**config.mk**
```make
export PLATFORM = sky130hd
export DESIGN_NAME = fx2_reg_cmd_responder_flat
export DESIGN_NICKNAME = d
export VERILOG_FILES = /design/src/rtl/fx2_reg_cmd_responder_if.sv /design/src/rtl/fx2_reg_cmd_responder.sv /design/src/flat_wrapper.sv
export SDC_FILE = /design/constraint.sdc
export NUM_CORES = 1
export LEC_CHECK = 0
export BUFFER_PORTS_ARGS = -buffer_cell sky130_fd_sc_hd__buf_2
export CORE_MARGIN = 8
export CORE_UTILIZATION = 55
export DETAILED_ROUTE_END_ITERATION = 8
export PLACE_DENSITY = 0.82
export SLEW_MARGIN = 40
export SYNTH_ARGS = -nofsm -noshare
export SYNTH_HDL_FRONTEND = slang
export SYNTH_SLANG_ARGS = --single-unit
```
**constraint.sdc**
```tcl
create_clock -name clk -period 6.2 [get_ports clk]
set_clock_uncertainty 0.2 [all_clocks]
set_input_delay 0.93 -clock clk [delete_from_list [all_inputs] [get_ports clk]]
set_output_delay 0.93 -clock clk [all_outputs]
set_load 0.05 [all_outputs]
```
**src/rtl/fx2_reg_cmd_responder_if.sv**
```systemverilog
// Byte streams and register-bus signals of the FX2 command responder.
// master = responder side, slave = FIFO/register-file side.
interface fx2_reg_cmd_responder_if;
    logic [7:0]  cmd_data;
    logic        cmd_valid;
    logic        cmd_ready;
    logic [7:0]  reply_data;
    logic        reply_valid;
    logic        reply_ready;
    logic [15:0] reg_addr;
    logic [31:0] reg_wdata;
    logic        reg_wr;
    logic        reg_req;
    logic [31:0] reg_rdata;
    logic        reg_ack;

    modport master (
        input  cmd_data, cmd_valid, reply_ready, reg_rdata, reg_ack,
        output cmd_ready, reply_data, reply_valid, reg_addr, reg_wdata, reg_wr, reg_req
    );

    modport slave (
        output cmd_data, cmd_valid, reply_ready, reg_rdata, reg_ack,
        input  cmd_ready, reply_data, reply_valid, reg_addr, reg_wdata, reg_wr, reg_req
    );
endinterface

```
**src/rtl/fx2_reg_cmd_responder.sv**
```systemverilog
// Parses 8-byte host register commands from the FX2 OUT stream, runs one register-bus
// transaction and returns the 32-bit result as a 4-byte little-endian reply.
module fx2_reg_cmd_responder #(
    parameter int unsigned ACK_TIMEOUT  = 64,
    parameter int unsigned BYTE_TIMEOUT = 4096,
    parameter logic [31:0] TIMEOUT_WORD = 32'hDEADBEEF
) (
    input  logic                    clk,
    input  logic                    reset,
    fx2_reg_cmd_responder_if.master bus,
    output logic                    busy,
    output logic [7:0]              err_count
);
    localparam int unsigned BtW = $clog2(BYTE_TIMEOUT + 1);
    localparam int unsigned AtW = $clog2(ACK_TIMEOUT + 1);
    localparam logic [BtW-1:0] BtLast = BtW'(BYTE_TIMEOUT - 1);
    localparam logic [AtW-1:0] AtLast = AtW'(ACK_TIMEOUT - 1);

    typedef enum logic [3:0] {
        StHunt, StFlag, StAddr0, StAddr1, StVal0, StVal1, StVal2, StVal3, StBus, StReply
    } state_e;

    state_e         r_state, w_state_nxt;
    logic           r_flag, w_flag_nxt;
    logic [15:0]    r_addr, w_addr_nxt;
    logic [31:0]    r_wdata, w_wdata_nxt;
    logic [31:0]    r_word, w_word_nxt;
    logic [1:0]     r_idx, w_idx_nxt;
    logic [BtW-1:0] r_byte_tmr, w_byte_tmr_nxt;
    logic [AtW-1:0] r_ack_tmr, w_ack_tmr_nxt;
    logic [7:0]     r_err;
    logic           w_err_inc;
    logic           w_in_frame;
    logic           w_cmd_fire;
    logic           w_rep_fire;

    assign w_in_frame = (r_state != StHunt) && (r_state != StBus) && (r_state != StReply);
    assign w_cmd_fire = bus.cmd_valid && bus.cmd_ready;
    assign w_rep_fire = bus.reply_valid && bus.reply_ready;

    assign bus.cmd_ready   = (r_state != StBus) && (r_state != StReply);
    assign bus.reg_req     = (r_state == StBus);
    assign bus.reg_wr      = (r_state == StBus) && r_flag;
    assign bus.reg_addr    = r_addr;
    assign bus.reg_wdata   = r_wdata;
    assign bus.reply_valid = (r_state == StReply);
    assign bus.reply_data  = (r_state == StReply) ? r_word[{r_idx, 3'b000} +: 8] : 8'h00;
    assign busy            = (r_state != StHunt);
    assign err_count       = r_err;

    always_comb begin
        w_state_nxt    = r_state;
        w_flag_nxt     = r_flag;
        w_addr_nxt     = r_addr;
        w_wdata_nxt    = r_wdata;
        w_word_nxt     = r_word;
        w_idx_nxt      = r_idx;
        w_byte_tmr_nxt = r_byte_tmr;
        w_ack_tmr_nxt  = r_ack_tmr;
        w_err_inc      = 1'b0;

        // Inter-byte watchdog; an accepted byte on the expiry edge takes priority.
        if (w_in_frame) begin
            if (w_cmd_fire) begin
                w_byte_tmr_nxt = '0;
            end else if (r_byte_tmr == BtLast) begin
                w_byte_tmr_nxt = '0;
                w_state_nxt    = StHunt;
                w_err_inc      = 1'b1;
            end else begin
                w_byte_tmr_nxt = r_byte_tmr + BtW'(1);
            end
        end

        case (r_state)
            StHunt: begin
                if (w_cmd_fire && bus.cmd_data == 8'hAA) begin
                    w_state_nxt    = StFlag;
                    w_byte_tmr_nxt = '0;
                end
            end
            StFlag: begin
                if (w_cmd_fire) begin
                    if (bus.cmd_data[7:1] == 7'd0) begin
                        w_flag_nxt  = bus.cmd_data[0];
                        w_state_nxt = StAddr0;
                    end else if (bus.cmd_data != 8'hAA) begin
                        w_err_inc   = 1'b1;
                        w_state_nxt = StHunt;
                    end
                end
            end
            StAddr0: if (w_cmd_fire) begin
                w_addr_nxt[7:0] = bus.cmd_data;
                w_state_nxt     = StAddr1;
            end
            StAddr1: if (w_cmd_fire) begin
                w_addr_nxt[15:8] = bus.cmd_data;
                w_state_nxt      = StVal0;
            end
            StVal0: if (w_cmd_fire) begin
                w_wdata_nxt[7:0] = bus.cmd_data;
                w_state_nxt      = StVal1;
            end
            StVal1: if (w_cmd_fire) begin
                w_wdata_nxt[15:8] = bus.cmd_data;
                w_state_nxt       = StVal2;
            end
            StVal2: if (w_cmd_fire) begin
                w_wdata_nxt[23:16] = bus.cmd_data;
                w_state_nxt        = StVal3;
            end
            StVal3: if (w_cmd_fire) begin
                w_wdata_nxt[31:24] = bus.cmd_data;
                w_ack_tmr_nxt      = '0;
                w_state_nxt        = StBus;
            end
            StBus: begin
                // An ack on the timeout edge still completes the transaction normally.
                if (bus.reg_ack) begin
                    w_word_nxt  = bus.reg_rdata;
                    w_idx_nxt   = 2'd0;
                    w_state_nxt = StReply;
                end else if (r_ack_tmr == AtLast) begin
                    w_word_nxt  = TIMEOUT_WORD;
                    w_idx_nxt   = 2'd0;
                    w_err_inc   = 1'b1;
                    w_state_nxt = StReply;
                end else begin
                    w_ack_tmr_nxt = r_ack_tmr + AtW'(1);
                end
            end
            StReply: begin
                if (w_rep_fire) begin
                    w_idx_nxt = r_idx + 2'd1;
                    if (r_idx == 2'd3) begin
                        w_state_nxt = StHunt;
                    end
                end
            end
            default: w_state_nxt = StHunt;
        endcase
    end

    always_ff @(posedge clk) begin
        if (reset) begin
            r_state    <= StHunt;
            r_flag     <= 1'b0;
            r_addr     <= '0;
            r_wdata    <= '0;
            r_word     <= '0;
            r_idx      <= '0;
            r_byte_tmr <= '0;
            r_ack_tmr  <= '0;
            r_err      <= '0;
        end else begin
            r_state    <= w_state_nxt;
            r_flag     <= w_flag_nxt;
            r_addr     <= w_addr_nxt;
            r_wdata    <= w_wdata_nxt;
            r_word     <= w_word_nxt;
            r_idx      <= w_idx_nxt;
            r_byte_tmr <= w_byte_tmr_nxt;
            r_ack_tmr  <= w_ack_tmr_nxt;
            if (w_err_inc && (r_err != 8'hFF)) begin
                r_err <= r_err + 8'd1;
            end
        end
    end
endmodule

```
**src/flat_wrapper.sv**
```systemverilog
// flat-port wrapper written by rule: the top's interface ports become plain ports
module fx2_reg_cmd_responder_flat 
#(
    parameter int unsigned ACK_TIMEOUT  = 64,
    parameter int unsigned BYTE_TIMEOUT = 4096,
    parameter logic [31:0] TIMEOUT_WORD = 32'hDEADBEEF
)
  (clk, reset, busy, err_count, bus_cmd_data, bus_cmd_valid, bus_reply_ready, bus_reg_rdata, bus_reg_ack, bus_cmd_ready, bus_reply_data, bus_reply_valid, bus_reg_addr, bus_reg_wdata, bus_reg_wr, bus_reg_req);
  fx2_reg_cmd_responder_if bus_i ();
  input  logic clk;
  input  logic reset;
  output logic busy;
  output logic [7:0] err_count;
  input wire logic [$bits(bus_i.cmd_data)-1:0] bus_cmd_data;
  input wire logic [$bits(bus_i.cmd_valid)-1:0] bus_cmd_valid;
  input wire logic [$bits(bus_i.reply_ready)-1:0] bus_reply_ready;
  input wire logic [$bits(bus_i.reg_rdata)-1:0] bus_reg_rdata;
  input wire logic [$bits(bus_i.reg_ack)-1:0] bus_reg_ack;
  output wire logic [$bits(bus_i.cmd_ready)-1:0] bus_cmd_ready;
  output wire logic [$bits(bus_i.reply_data)-1:0] bus_reply_data;
  output wire logic [$bits(bus_i.reply_valid)-1:0] bus_reply_valid;
  output wire logic [$bits(bus_i.reg_addr)-1:0] bus_reg_addr;
  output wire logic [$bits(bus_i.reg_wdata)-1:0] bus_reg_wdata;
  output wire logic [$bits(bus_i.reg_wr)-1:0] bus_reg_wr;
  output wire logic [$bits(bus_i.reg_req)-1:0] bus_reg_req;
  assign bus_i.cmd_data = bus_cmd_data;
  assign bus_i.cmd_valid = bus_cmd_valid;
  assign bus_i.reply_ready = bus_reply_ready;
  assign bus_i.reg_rdata = bus_reg_rdata;
  assign bus_i.reg_ack = bus_reg_ack;
  assign bus_cmd_ready = bus_i.cmd_ready;
  assign bus_reply_data = bus_i.reply_data;
  assign bus_reply_valid = bus_i.reply_valid;
  assign bus_reg_addr = bus_i.reg_addr;
  assign bus_reg_wdata = bus_i.reg_wdata;
  assign bus_reg_wr = bus_i.reg_wr;
  assign bus_reg_req = bus_i.reg_req;
  fx2_reg_cmd_responder #(.ACK_TIMEOUT(ACK_TIMEOUT), .BYTE_TIMEOUT(BYTE_TIMEOUT), .TIMEOUT_WORD(TIMEOUT_WORD)) u_core (.clk(clk), .reset(reset), .bus(bus_i), .busy(busy), .err_count(err_count));
endmodule
```
==> results.toml <==
[outcome]
status = "completed"

[sta]
clock.fmax_ghz = 0.284
hold_viol_final = 0
slew_viol_final = 0
timing.slew.headroom = 0.450
rsz0062_at_grt = "no"
setup_violations = 0
worstMarginPinSlew_ns = 0.816
tns_ns = 0
min_period_over_period = 0.569
period_needed_ns = 3.53

[clocking]
cts_tree = "built"
cts_made_buffers = 17
holdBufCountCts = 0
cts.clk_slew.worst_paths_ns = 0.05
cts_root_buf = "clkbuf_8"
cts_setup_buffers = 0
cts_buffer_depth = 2
cts_resized = 0
clock-sinks = 115
worstSkewPairLatency_ns = 0.52
htree_levels = 4

[final_layout]
diodes = 0
layout_commonest_cell = "nor2_1"
layout_common_cells = "nor2_1, dfxtp_1, buf_2"
final_nets = 726
syn2layout_area_growth_pct = 24.8
layout-drive-gt1-share = 0.246

[drt]
drtAntennaViolNets = 0
wl_per_cell_um = 17.1
drc = 0
num_vias = 4511
viasPerCell = 5.65
dr.first_iter.drc_count = 321
wl_um = 13600
firstDrtPassIters = 5

[critical_path]
regToRegStartpoint = "u_core.r_state[0]$_SDFF_PP0_"
crit_path_max_incr_delay_ns = 0.58
r2r_cells = 6
critPathArrivalTime_ns = 2.40
crit_type = "flip-flop to output pin"
critPathBufInv = 1
crit_chain = "nand2b_1, nor3_2, and2_1, buf_2"
worstSetupEndpointType = "output pin"
worstPathRequired_ns = 5.07
worstSetupStartpointType = "flip-flop"
crit_fanout = 13
slowest_stage = "nor3_2"
crit_family = "simple AND/OR/NAND/NOR gates"
r2r_end = "u_core.err_count[5]$_SDFFE_PP0P_"
rrSetupSlack_ns = 3.42

[synthesis]
synth_nets = 627
syn_avg_cell_area_um2 = 8.55
synth_edf_count = 0
syn-cell-area_um2 = 4940
ys_types = 52
ys_warn_count = 0
ys_seq_area_frac = 0.466
syn_inst = 578
async_reset_ff_frac = 0
synth_flop_cell = "dfxtp_1"
synth-seq-cells = 115

[floorplanning]
io_pins = 114
design.die.area_um2 = 12300
die_x_um = 111
core_um2 = 8720
start_util = 0.567
die_h_um = 111
rows = 34

[global_route]
overflow = 0
grt_max_degree = 105
grt_antenna_before_repair = 0
grt_pass1_vias = 4427
grt_first_pass_wirelength_um = 22000
grtUsageTotal = 0.214

[placement]
hpwl_um = 9220
gp_congestion = 0.903
port_buffers = 113

[worst_hold_path]
min_path_type = "flip-flop to flip-flop"
worstHoldStart = "u_core.r_byte_tmr[12]$_SDFF_PP0_"
holdPathEnd = "u_core.r_byte_tmr[12]$_SDFF_PP0_"
hold_depth = 2

[pwr]
powerDensity_nw_per_um2 = 292
finalPower_mw = 1.80
switching_power_uw = 378
p_comb_frac = 0.023
vdd_ir_drop_max_mv = 0.231
p_leak_nw = 2.59
clkPwrFrac = 0.567
p_seq_frac = 0.410
cellInternalPower_mw = 1.43
p_sw_frac = 0.210

[flow_run]
cap_viol_max_count = 0
-- power groups by stage --
stage                     Clock, mW  Sequential [mW]  Combinational, mW
final                          1.02            0.739             0.0424
after global routing           1.06            0.739             0.0455
after CTS                      1.02            0.739             0.0417
after detailed placement          0            0.755             0.0410
after global placement            0            0.755             0.0400
after floorplan                   0            0.755             0.0199
-- per-layer routing --
metal / part of all wire / GRT usage / vias up
li1: - / - / 2185
met1: 0.42 / 0.252 / 2124
met2: 0.51 / 0.357 / 177
met3: 0.058 / 0.0595 / 25
met4: 0.019 / 0.0892 / 0
met5: 0 / 0 / -
-- final cells by class --
cell class	instances	area [µm²]
timing repair buffer	114	579
tap	108	135
clock buffer	19	442
inverter	10	37.5
fill	643	2550
sequential	115	2300
clock inverter	13	183
multi-input combinational	419	2490
-- worst register-to-register path: stages, from the launching register on --
cell,delay [ns]
dfxtp_1,0.57
inv_1,0.15
o21ai_0,0.68
nand2_1,0.29
a21oi_4,0.32
nand4_1,0.14
mux2_1,0.32
-- registers in the layout (all words and copies together) (netlist names) --
| signal | cells |
|---|---|
| u_core.r_idx | 2 |
| u_core.r_byte_tmr | 13 |
| u_core.r_word | 32 |
| u_core.r_state | 4 |
| u_core.r_flag | 1 |
| u_core.bus.reg_wdata | 32 |
| u_core.bus.reg_addr | 16 |
| u_core.err_count | 8 |
| u_core.r_ack_tmr | 7 |
-- Yosys cell counts (4+ instances only) --
cell	count	share of area
nand2_1	51	0.039
and2_1	9	0.011
nor3_1	32	0.032
dfxtp_1	115	0.47
inv_1	10	0.0076
nor2_1	129	0.098
nand3_1	16	0.016
mux4_2	8	0.036
ha_1	4	0.010
a21oi_1	36	0.036
clkbuf_1	31	0.024
mux2i_1	33	0.067
or3_1	5	0.0063
xor2_1	10	0.018
and3_1	7	0.0089
xnor2_1	4	0.0071
nand2b_1	4	0.0051
nand4_1	11	0.014
nor2b_1	4	0.0051
nor4_1	6	0.0076
a22oi_1	8	0.012
-- metrics by stage --
step	hold slack, ns	worst slack, ns	utilization	cell area (µm²)	std cells
6_report	0.248	2.67	0.707	6170	798
4_1_cts	0.246	2.68	0.707	6170	798
5_1_grt	0.262	2.55	0.707	6170	798
3_3_place_gp	0.233	3.02	0.634	5530	766
3_5_place_dp	0.239	3.07	0.636	5540	766
2_1_floorplan	0.224	3.08	-	4940	578
-- worst max-delay path by stage --
stage	startpoint	end	cells past startpoint
after floorplan	u_core.r_state[1]$_SDFF_PP0_	bus_reply_data[0]	5
after global placement	u_core.r_state[3]$_SDFF_PP0_	bus_reply_data[5]	4
after detailed placement	bus_cmd_data[2]	u_core.err_count[5]$_SDFFE_PP0P_	7
after CTS	u_core.r_state[3]$_SDFF_PP0_	bus_reply_data[4]	4
after global routing	u_core.r_state[0]$_SDFF_PP0_	bus_reply_data[0]	4
final	u_core.r_state[0]$_SDFF_PP0_	bus_reply_data[4]	4
-- cells by family (layout without fill, tap and decap cells) --
| group | Yosys count | after routing | share of synthesized area |
|---|---|---|---|
| mux | 43 | 43 | 0.108 |
| simple gates | 288 | 288 | 0.267 |
| xor+xnor | 14 | 14 | 0.0248 |
| fa+ha+maj | 4 | 4 | 0.0101 |
| compound gates | 70 | 70 | 0.0902 |
| flops | 115 | 115 | 0.466 |
| buf+inv | 44 | 156 | 0.0337 |
(Power assumes the default switching activity.)
